**config.mk**
```make
export PLATFORM = sky130hd
export DESIGN_NAME = traffic_sequencer
export DESIGN_NICKNAME = d
export VERILOG_FILES = /design/src/rtl/traffic_sequencer.sv
export SDC_FILE = /design/constraint.sdc
export NUM_CORES = 1
export LEC_CHECK = 0
export CORE_UTILIZATION = 45
export DETAILED_ROUTE_END_ITERATION = 10
export GPL_TIMING_DRIVEN = 0
export PLACE_DENSITY = 0.74
export RECOVER_POWER = 100
export SYNTH_ARGS = -nofsm -noshare
export SYNTH_HDL_FRONTEND = slang
export SYNTH_SLANG_ARGS = --single-unit
```
**constraint.sdc**
```tcl
create_clock -name clk -period 1.5 [get_ports clk]
set_input_delay 0.375 -clock clk [delete_from_list [all_inputs] [get_ports clk]]
set_output_delay 0.375 -clock clk [all_outputs]
set_load 0.005 [all_outputs]
```
**src/rtl/traffic_sequencer.sv**
```systemverilog
// Purpose: RED->GREEN->YELLOW signal-head sequencer with pedestrian shortening, walk grant and emergency override.
// Latency: every output is registered; an input's effect is visible one clk after the edge that samples it.
// Backpressure: none; tick, ped_req and emergency are sampled every cycle and never stalled.
module traffic_sequencer #(
    parameter int RED_TIME    = 10,
    parameter int GREEN_TIME  = 8,
    parameter int YELLOW_TIME = 3,
    parameter int GREEN_MIN   = 2,
    parameter int CNT_W       = 8
) (
    input  logic             clk,
    input  logic             reset,
    input  logic             tick,
    input  logic             ped_req,
    input  logic             emergency,
    output logic [2:0]       current_state,
    output logic [CNT_W-1:0] remaining,
    output logic             ped_walk
);

    typedef enum logic [2:0] {
        RED    = 3'b001,
        YELLOW = 3'b010,
        GREEN  = 3'b100
    } phase_t;

    localparam logic [CNT_W-1:0] RED_LOAD    = CNT_W'(RED_TIME - 1);
    localparam logic [CNT_W-1:0] GREEN_LOAD  = CNT_W'(GREEN_TIME - 1);
    localparam logic [CNT_W-1:0] YELLOW_LOAD = CNT_W'(YELLOW_TIME - 1);
    localparam logic [CNT_W-1:0] GMIN_LOAD   = CNT_W'(GREEN_MIN - 1);
    localparam logic [CNT_W-1:0] ONE         = CNT_W'(1);

    phase_t state;
    logic   ped_pending;
    logic   last_tick;
    logic   clamp;
    logic   to_red;

    assign last_tick = tick && (remaining == '0);
    // remaining >= GREEN_MIN, written against GREEN_MIN-1 so it never overflows CNT_W
    assign clamp     = (state == GREEN) && ped_pending && (remaining > GMIN_LOAD);
    assign to_red    = !emergency && (state == YELLOW) && last_tick;

    always_ff @(posedge clk or posedge reset) begin
        if (reset) begin
            state       <= RED;
            remaining   <= RED_LOAD;
            ped_walk    <= 1'b0;
            ped_pending <= 1'b0;
        end else begin
            if (ped_req) begin
                ped_pending <= 1'b1;
            end else if (to_red) begin
                ped_pending <= 1'b0;
            end

            if (emergency) begin
                state     <= RED;
                remaining <= RED_LOAD;
                ped_walk  <= 1'b0;
            end else begin
                case (state)
                    RED: begin
                        if (last_tick) begin
                            state     <= GREEN;
                            remaining <= GREEN_LOAD;
                            ped_walk  <= 1'b0;
                        end else if (tick) begin
                            remaining <= remaining - ONE;
                        end
                    end
                    GREEN: begin
                        if (clamp) begin
                            remaining <= GMIN_LOAD;
                        end else if (last_tick) begin
                            state     <= YELLOW;
                            remaining <= YELLOW_LOAD;
                        end else if (tick) begin
                            remaining <= remaining - ONE;
                        end
                    end
                    YELLOW: begin
                        if (last_tick) begin
                            state     <= RED;
                            remaining <= RED_LOAD;
                            ped_walk  <= ped_pending;
                        end else if (tick) begin
                            remaining <= remaining - ONE;
                        end
                    end
                    default: begin
                        state     <= RED;
                        remaining <= RED_LOAD;
                        ped_walk  <= 1'b0;
                    end
                endcase
            end
        end
    end

    assign current_state = state;

endmodule
```
=== Yosys cells after proc, flatten, opt, wreduce, memory -nomap -nowiden ===
Index checks and enable logic that the tools add are counted.
Widths: inputs -> output; s select.

* Multiplexer cells: 19
* Add/sub/neg operators: 1
* Reductions and logical operators: 10
* Magnitude comparators: 1
* Eq/ne operators: 8

{| class="wikitable"
|+ Operators with widths
! operator !! number
|-
| $mux 8 || 6
|-
| $pmux 8 s3 || 1
|-
| $mux 3 || 5
|-
| $ne 3x3->1 const B || 4
|-
| $pmux 3 s3 || 1
|-
| $gt 8x1->1 const B || 1
|-
| $logic_not 8->1 || 1
|-
| $sub 8x1->8 const B || 1
|-
| $logic_and 1x1->1 || 5
|-
| $mux 1 || 5
|-
| $reduce_and 4->1 || 1
|-
| $eq 3x1->1 const B || 1
|-
| $eq 3x2->1 const B || 1
|-
| $eq 3x3->1 const B || 1
|-
| $pmux 1 s3 || 1
|-
| $reduce_and 3->1 || 1
|-
| $ne 2x2->1 const B || 1
|-
| $reduce_bool 2->1 || 1
|-
| $logic_not 1->1 || 1
|}

* Word-level logic and storage cells: 43
* Output and inout bits: 12
* Flip-flop bits (word level): 13

=== Depth between registers and ports, before layout ===
* Word-level depth: 6
* Gate-level depth with buffers: 6
* Gate-level depth less buffers: 6

=== Least setup slack after synthesis ===
Ideal clock, no wire load.

* Kind: reg-to-reg
* Start: register remaining[0]
* End: register remaining[1]
* Path buffers: 0
* Setup slack: -0.165 ns
* Arrival: 1.540 ns
* Library setup time: 0.126 ns
* Stages on the path, launching flop included: 7
* Cell sequence: dfstp_2 -> inv_1 -> ha_1 -> nor2_1 -> o31ai_4 -> nor3b_2 -> o311a_1

* Word-level cells in the longest chain between the ends: 6
* Elaborated cells between the ends (all ways): 12
* Classes of those cells: add/sub: 1; order compare: 1; mux: 7; reduce/logical: 3

{| class="wikitable"
|+ RTL lines
! item !! RTL line !! text
|-
| from (decl) || 17 || <nowiki>output logic [CNT_W-1:0] remaining,</nowiki>
|-
| from (signal assigned) || 69 || <nowiki>remaining <= remaining - ONE;</nowiki>
|-
| from (signal assigned) || 79 || <nowiki>remaining <= remaining - ONE;</nowiki>
|-
| from (signal assigned) || 88 || <nowiki>remaining <= remaining - ONE;</nowiki>
|-
| $sub 8x1->8 / $logic_not 8->1 (equally long branches) || -- ||
|-
| $mux 8 / $logic_and 1x1->1 (equally long branches) || -- ||
|-
| $mux 8 || 75 || <nowiki>end else if (last_tick) begin</nowiki>
|-
| $mux 8 || 73 || <nowiki>if (clamp) begin</nowiki>
|-
| $pmux 8 s3 * || 62 || <nowiki>case (state)</nowiki>
|-
| $mux 8 * || 57 || <nowiki>if (emergency) begin</nowiki>
|}

Mark *: on every way between the ends. The rest lies on a longest branch, timed or not.
A chain may end at the register's enable or synchronous reset.

=== Worst setup path in the final report ===
Ends and elaborated chain as after synthesis.

==> flow_metrics.tcl <==
set metrics [dict create \
    clock-sinks 13 \
    die_x_um 46.1 \
    finalHoldViolCount 0 \
    crit_arrival_ns 1.95 \
    period_needed_ns 1.77 \
    clkPwrFrac_pct 27.3 \
    wl_per_cell_um 16.2 \
    avgSynthCellArea_um2 10.3 \
    final_nets 135 \
    synth_mux_area_share_pct 1.15 \
    yosysWarnings 0 \
    synthCells 85 \
    power.switching_w 0.000263 \
    slowest_stage "dfstp_2" \
    syn_area_um2 873 \
    slew_violations 0 \
    pin_count 17 \
    critical-path-max-stage-delay_ns 0.62 \
    first_global_vias 768 \
    status "finished with violations" \
    initial_core_util_pct 49.5 \
    root_buffer "clkbuf_4" \
    irDropWorstVdd_uv 536 \
    design_area_um2 1360 \
    fp.dieArea_um2 2120 \
    insertion_delay_ns 0.29 \
    crit_chain "inv_2 -> ha_4 -> nor2_4 -> o31ai_4 -> nor3b_2 -> o311a_1" \
    gp_congestion 0.851 \
    antenna_left 0 \
    drc 0 \
    critPathLaunchType "register" \
    drt_iter0_markers 9 \
    swShare_pct 30.7 \
    drt-total-wl_um 2440 \
    rsz0062_at_grt "true" \
    skew_ns 0.00691 \
    crit_cells 6 \
    synthAdderAreaFrac_pct 4.30 \
    max_cap_violations 0 \
    cts_tree "done" \
    yosysUniqueCellTypes 40 \
    dpl.hpwl_um 1490 \
    intPower_w 0.000594 \
    synth_top_family_by_area "simple AND/OR/NAND/NOR gates" \
    criticalPathCategory "reg2reg" \
    path_max_fanout 6 \
    tightest_slew_ns 0.520 \
    hold_path_depth 2 \
    mostFrequentLayoutCells "buf_4 (18), dlygate4sd2_1 (8), dfrtp_1 (7)" \
    grt_max_degree 14 \
    postPlaceCellArea_um2 1120 \
    worst_slack_ns -0.269 \
    drive_gt1_share_pct 46.8 \
    yosysSeqAreaShare_pct 37.7 \
    combPwrFrac_pct 27.5 \
    portBuffers 16 \
    setup_viol 13 \
    period_share_pct 118 \
    syn2layout_area_growth_pct 55.3 \
    critPathTopFamily "flip-flops" \
    slew-limit-headroom_pct 65.3 \
    reg2reg_depth 6 \
    seqPwrFrac_pct 45.2 \
    violations "setup timing" \
    synth_compound_area_share_pct 17.0 \
    worstSetupEndpointType "register" \
    mostFrequentLayoutCell "buf_4" \
    fmax_ghz 0.565 \
    worst-path-buf-inv 1 \
    syn_nets 93 \
    grt_overflow_total 0 \
    antenna_found_initial 0 \
    vias 832 \
    power.leakage_nw 0.583 \
    grtUsageTotal_pct 24.9 \
    fp.dieH_um 46.1 \
    required_ns 1.68 \
    power_density_nw_per_um2 632 \
    cts_buffers 3 \
    yosys.area_share.simple_pct 27.1 \
    coreArea_um2 1760 \
    path_clk_slew_ns 0.09 \
    cts_max_level 1 \
    grt_first_pass_wirelength_um 3620 \
    firstDrtPassIters 4 \
    clockBufferDepth 2 \
    synth_xor_xnor_area_share_pct 7.02 \
    antennaDiodeCount 0 \
    core.rowCount 15 \
    ys_ff_latch 13 \
    worstHoldPathType "reg2reg" \
    finalPower_w 0.000857 \
    viasPerCell 5.51 \
]
-- layer usage --
layer,share of wire (%),track usage (%),vias up,wire [um]
li1,-,-,395,-
met1,41,29.4,411,1000
met2,54,43.1,20,1320
met3,2.8,3.53,6,69
met4,2.3,12.9,0,55
met5,0,0,-,0
-- worst paths after layout --
check,from,slack (ns),end
min in group asynchronous,reset,0.55,remaining[4]
worst max-delay path,remaining[0],-0.27,remaining[1]
worst max register to register,remaining[0],-0.27,remaining[1]
max in group asynchronous,reset,0.57,remaining[2]
worst min register to register,ped_walk,0.54,ped_walk
worst min-delay path,ped_walk,0.54,ped_walk
-- repair_timing --
item	4_1_cts	5_1_grt
hold buffers	0	0
setup endpoints to repair	25	18
setup buffers	12	9
pin swaps	7	10
hold endpoints to repair	0	0
gates resized for setup	16	13
-- registers in the layout (all words and copies together), names as in the netlist --
register       count
remaining          8
current_state      3
ped_pending        1
ped_walk           1
-- cell families after synthesis --
kind of cell | count (synthesis)
and+or+nand+nor | 36
AOI/OAI and AO/OA | 17
DFF | 13
buffers and inverters | 8
xor gates and xnor gates | 7
adders and majority gates | 3
muxes | 1
-- area by class of cell --
type,count,area (um^2)
Multi-Input combinational cell,64,582
Fill cell,133,408
Sequential cell,13,333
Timing Repair Buffer,37,330
Buffer,3,35.0
Tap cell,25,31.3
Clock buffer,4,26.3
Inverter,5,18.8
-- cells in the mapped netlist --
library cell | count | share of area, %
dfrtp_1 | 10 | 29
nand2b_1 | 2 | 1.4
xor2_1 | 1 | 1.0
nand4b_1 | 1 | 1.0
xnor2_1 | 6 | 6.0
o32ai_1 | 1 | 1.0
or3_4 | 1 | 1.3
buf_6 | 2 | 2.6
nor3_2 | 1 | 1.1
dlygate4sd1_1 | 1 | 1.0
nor2_2 | 1 | 0.72
a211o_1 | 2 | 2.0
a31o_1 | 1 | 1.0
o311a_1 | 1 | 1.1
and4_4 | 1 | 1.3
nor3_1 | 6 | 3.4
or3_1 | 1 | 0.72
inv_1 | 5 | 2.1
a21oi_1 | 2 | 1.1
nor2_1 | 6 | 2.6
ha_1 | 3 | 4.3
a21o_1 | 1 | 0.86
mux2i_1 | 1 | 1.1
nor4_2 | 4 | 5.7
nor3b_2 | 1 | 1.4
a31oi_1 | 1 | 0.72
dfstp_2 | 3 | 9.0
a211oi_2 | 1 | 1.4
nand2_1 | 5 | 2.1
a22oi_1 | 1 | 0.86
o31ai_4 | 1 | 2.4
nand3_1 | 3 | 1.7
nor4_1 | 1 | 0.72
a211oi_1 | 1 | 0.86
o21ai_1 | 1 | 0.57
or3b_1 | 1 | 1.0
a21oi_2 | 1 | 1.0
nand4_1 | 1 | 0.72
o21a_1 | 1 | 0.86
o21ba_2 | 1 | 1.1
-- stage by stage --
| stage | hold WS [ns] | worst slack (ns) | setup TNS [ns] | util (%) | instances |
|---|---|---|---|---|---|
| after floorplan | 0.250 | -0.0809 | -0.547 | - | 85 |
| after global placement | 0.532 | -0.561 | -4.31 | 63.5 | 126 |
| after detailed placement | 0.540 | -0.532 | -4.31 | 63.5 | 126 |
| after CTS | 0.429 | -0.258 | -2.93 | 70.9 | 142 |
| after global routing | 0.587 | -0.315 | -3.12 | 76.9 | 151 |
| final | 0.544 | -0.269 | -2.26 | 76.9 | 151 |
-- power by group through the flow --
| stage | clock network, W | registers [W] | logic [W] |
|---|---|---|---|
| 5_1_grt | 0.000249 | 0.000390 | 0.000253 |
| 6_report | 0.000234 | 0.000388 | 0.000235 |
| 3_5_place_dp | 0 | 0.000402 | 0.000186 |
| 3_3_place_gp | 0 | 0.000399 | 0.000181 |
| 2_1_floorplan | 0 | 0.000398 | 0.000122 |
| 4_1_cts | 0.000232 | 0.000387 | 0.000213 |
-- worst min-delay path, cell delays in order (launching register included) --
cell      delay [ns]
dfrtp_1         0.38
nand2b_1        0.07
mux2i_1         0.06
No activity file was read; power rests on OpenSTA's default activity.
==> RTL change 1 (same settings) <==
`CNT_W`: 8 -> 6.
--- a/src/rtl/traffic_sequencer.sv
+++ b/src/rtl/traffic_sequencer.sv
@@ -6,7 +6,7 @@
     parameter int GREEN_TIME  = 8,
     parameter int YELLOW_TIME = 3,
     parameter int GREEN_MIN   = 2,
-    parameter int CNT_W       = 8
+    parameter int CNT_W       = 6
 ) (
     input  logic             clk,
     input  logic             reset,
Interface: changed (resized remaining); port bits go from 17 to 15. The function was not compared with the original's and may differ.
==> RTL change 1 against the unedited design <==
The run still ends with setup timing left. Utilization grew 4.7 points. Clock power shrank 7%. Area after synthesis is 2.9% lower. Sequential cell count fell by 2. Combinational power fell by 23%. Routed wire length rose by 13%. Count of clock-buffer cells in the layout unchanged. Sequential share of layout area shrank 4.9 points. Cell area grew 5.0%. Synthesized cell count is 4.7% higher. Total power fell by 17%. Worst hold slack lost 0.0087 ns. Worst setup slack gained 0.012 ns. Non-clock buffer count increased by 4.
==> RTL change 1: results (changes against the unedited design) <==
| Group | Parameter | This run | Change |
|:---|:---|:---|:---|
| outcome | Run status | finished, violations left |  |
| outcome | Violations in the final reports | setup timing |  |
| synthesis | Number of distinct library cells after synthesis | 44 | +10% |
| global routing | Global Route met3 Usage | 3.57% | +0.042 points |
| drt | Detailed-routing wirelength on met1 | 1.13 mm | +13% |
| synthesis | Cell types with the highest counts after synthesis | 9 x nand2_1, 8 x dfrtp_1, 6 x nor2_1 |  |
| layout | Fraction of final layout cells sized beyond drive strength 1 | 54.5% | +7.7 points |
| global routing | Tot GR Track Use | 26.1% | +1.2 points |
| setup path | Data arrival time of the worst path | 1.97 ns | +0.02 ns |
| global routing | Global Route met1 Usage | 33.3% | +4.0 points |
| timing | Worst hold margin | 0.535 ns | -0.00866 ns |
| setup path | Worst-path fanout max | 3 | -3 |
| synthesis | Total nets after synthesis | 97 | +4.3% |
| drt | Detailed route wirelength on metal2 | 1.41 mm | +7.1% |
| timing | Layout Skew | 0.00292 ns | -0.00399 ns |
| layout | Flip-flop count of the largest register, all copies and words added | 6 | -2 |
| layout | Final Net Count | 141 | +4.4% |
| timing | Worst setup margin | -0.257 ns | +0.0123 ns |
| timing | Final count of negative-setup-slack endpoints | 10 | -3 |
| power | Power Sequential | 0.000312 W | -20% |
| min path | Path class of the lowest-slack min-delay path | input pin to asynchronous set/reset pin |  |
| synthesis | Sequential-to-total area share from yosys stat | 32.9% | -4.8 points |
| global routing | Maximum number of pins on one net before global-route repair | 12 | -2 |
| power | IR Drop Worst-Case VDD | 0.483 mV | -9.9% |
| global routing | Via count of the first global-routing pass | 767 | -0.13% |
| placed design | Post-placement cell area | 1060 sq um | -4.9% |
| synthesis | Multiplexer share of the synthesized area | 0% | -1.1 points |
[RTL change 1: worst max-delay path, stage by stage, from the launching register on]
cell and delay [ns]:
dfstp_2 0.55, buf_6 0.11, xor2_2 0.21, a21oi_4 0.09, or4_1 0.51, a31o_1 0.22
[RTL change 1: cell type report]
class / count / area (sq um)
multi-input combinational: 69 / 702
clock buffer: 4 / 26.3
timing repair buffer: 39 / 319
tap: 25 / 31.3
fill: 108 / 322
sequential: 11 / 280
inverter: 4 / 15.0
buffer: 5 / 50.0
[RTL change 1: repair_timing]
| action | 4_1_cts | 5_1_grt |
|---|---|---|
| gates resized for setup | 34 | 20 |
| endpoints found under the hold margin | 0 | 0 |
| pin swaps | 6 | 16 |
| setup buffers | 15 | 11 |
| endpoints found under the setup margin | 20 | 11 |
| gates cloned | 1 | 0 |
==> RTL change 2 (same flow settings) <==
Without the edit above. Register the inputs `tick`, `ped_req` and `emergency` before use. The logic sees them one clock later. Comments in the files are not updated.
--- a/src/rtl/traffic_sequencer.sv
+++ b/src/rtl/traffic_sequencer.sv
@@ -30,16 +30,26 @@
     localparam logic [CNT_W-1:0] GMIN_LOAD   = CNT_W'(GREEN_MIN - 1);
     localparam logic [CNT_W-1:0] ONE         = CNT_W'(1);
 
+    logic tick_q;
+    logic ped_req_q;
+    logic emergency_q;
+
+    always_ff @(posedge clk) begin
+        tick_q      <= tick;
+        ped_req_q   <= ped_req;
+        emergency_q <= emergency;
+    end
+
     phase_t state;
     logic   ped_pending;
     logic   last_tick;
     logic   clamp;
     logic   to_red;
 
-    assign last_tick = tick && (remaining == '0);
+    assign last_tick = tick_q && (remaining == '0);
     // remaining >= GREEN_MIN, written against GREEN_MIN-1 so it never overflows CNT_W
     assign clamp     = (state == GREEN) && ped_pending && (remaining > GMIN_LOAD);
-    assign to_red    = !emergency && (state == YELLOW) && last_tick;
+    assign to_red    = !emergency_q && (state == YELLOW) && last_tick;
 
     always_ff @(posedge clk or posedge reset) begin
         if (reset) begin
@@ -48,13 +58,13 @@
             ped_walk    <= 1'b0;
             ped_pending <= 1'b0;
         end else begin
-            if (ped_req) begin
+            if (ped_req_q) begin
                 ped_pending <= 1'b1;
             end else if (to_red) begin
                 ped_pending <= 1'b0;
             end
 
-            if (emergency) begin
+            if (emergency_q) begin
                 state     <= RED;
                 remaining <= RED_LOAD;
                 ped_walk  <= 1'b0;
@@ -65,7 +75,7 @@
                             state     <= GREEN;
                             remaining <= GREEN_LOAD;
                             ped_walk  <= 1'b0;
-                        end else if (tick) begin
+                        end else if (tick_q) begin
                             remaining <= remaining - ONE;
                         end
                     end
@@ -75,7 +85,7 @@
                         end else if (last_tick) begin
                             state     <= YELLOW;
                             remaining <= YELLOW_LOAD;
-                        end else if (tick) begin
+                        end else if (tick_q) begin
                             remaining <= remaining - ONE;
                         end
                     end
@@ -84,7 +94,7 @@
                             state     <= RED;
                             remaining <= RED_LOAD;
                             ped_walk  <= ped_pending;
-                        end else if (tick) begin
+                        end else if (tick_q) begin
                             remaining <= remaining - ONE;
                         end
                     end
Behaviour: not the same (Yosys sat finds a counterexample within 4 cycles, from zero or initial values and one cycle with reset high).
==> RTL change 2 against the unedited design <==
The flow still finishes with violations (setup timing). Global-route usage increased by 1.4 points. Non-clock buffer count increased by 5. Area after synthesis increased by 8.2%. Sequential cell count increased by 3. Worst setup slack got worse by 0.19 ns. Total power increased by 19%. Routed wire length increased by 17%. Sequential power increased by 20%. Final cell count increased by 14%. Cell area increased by 9.9%. Largest power group unchanged.
==> RTL change 2: results (changes against the unedited design) <==
| Group | Parameter | This run | Change |
|:---|:---|:---|:---|
| synthesis | Synthesized-area fraction occupied by xor and xnor cells | 1.85% | -5.2 points |
| min path | Hold path cells | 1 | -1 |
| outcome | Violations in the final reports | setup timing |  |
| layout | Non-clock buffering overhead | 24.9% | -2.1 points |
| clock tree | Cells resized by post-CTS repair | 40 | +24 |
| drt | Final WL | 2.86 mm | +17% |
| layout | Layout clock area frac | 2.43% | +0.50 points |
| power | IR Drop Worst-Case VDD | 0.423 mV | -21% |
| synthesis | Share of the synthesized area in compound gates (AO/OA/AOI/OAI) | 27.0% | +10 points |
| synthesis | Cell types with the highest counts after synthesis | 12 x nor2_1, 10 x dfrtp_1, 6 x nor2b_1 |  |
| drt | Met3 routed WL | 107 microns | +55% |
| timing | Layout Skew | 0.0158 ns | +0.00893 ns |
| global routing | Global Route met1 Usage | 30.0% | +0.65 points |
| layout | Multi-input combinational gate total | 75 | +17% |
| power | Power drawn by the combinational cells | 0.000261 W | +11% |
| clock tree | Clock transition at the register clock pins on the worst setup and hold paths after CTS | 0.11 ns | +0.02 ns |
| global routing | Via count of the first global-routing pass | 917 | +19% |
| power | Switching power of the nets | 0.000299 W | +14% |
| setup path | Reg2Reg Depth | 4 | -2 |
| setup path | Critical-path cell with the highest stage delay | or4_4 |  |
| drt | Via count | 982 | +18% |
| min path | Beginning of the worst hold path | ped_req_q$_DFF_P_ |  |
| timing | Worst setup margin | -0.461 ns | -0.192 ns |
| placed design | Final RePlAce weighted congestion | 0.807 | -5.1% |
| timing | Final count of negative-setup-slack endpoints | 13 | unchanged |
| drt | Detailed-routing wirelength on met1 | 1.21 mm | +21% |
| layout | Final Net Count | 154 | +14% |
| synthesis | Synth top area cells | dfrtp_1 26%, dfstp_2 8.3%, dfxtp_1 6.4%, nor2_1 4.8%, ha_1 4.0% |  |
| timing | Relative slew margins | 63.3% | -2.0 points |
| global routing | Global Route met3 Usage | 3.77% | +0.24 points |
| setup path | Crit Reg-Reg Endpoint | remaining[4]$_DFF_PP0_ |  |
| layout | Area growth, synth to finish | 57.7% |  |
| layout | Fraction of final layout cells sized beyond drive strength 1 | 44.1% | -2.7 points |
| synthesis | Number of distinct library cells after synthesis | 43 | +7.5% |
| power | Register share of total power | 45.7% | +0.5 points |
| outcome | Run status | finished, violations left |  |
==> RTL change 2: changes by cell type after synthesis, sizes merged, moves of 2 or more <==
cell / change
a21oi: +2
o311ai: +3
xnor2: -5
nor4: -4
nor3: -4
nor2: +5
nor2b: +6
dfxtp: +3
nand3: +2
a311oi: +2
a21o: +2
==> RTL change 2: stage by stage <==
| step | instances | hold slack [ns] | setup WS (ns) | setup TNS (ns) |
|---|---|---|---|---|
| 3_3_place_gp | 141 | 0.391 | -0.544 | -5.54 |
| 4_1_cts | 170 | 0.421 | -0.436 | -4.28 |
| 3_5_place_dp | 141 | 0.396 | -0.530 | -5.65 |
| 2_1_floorplan | 98 | 0.250 | -0.368 | -3.25 |
| 6_report | 172 | 0.419 | -0.461 | -4.57 |
| 5_1_grt | 172 | 0.441 | -0.535 | -5.43 |
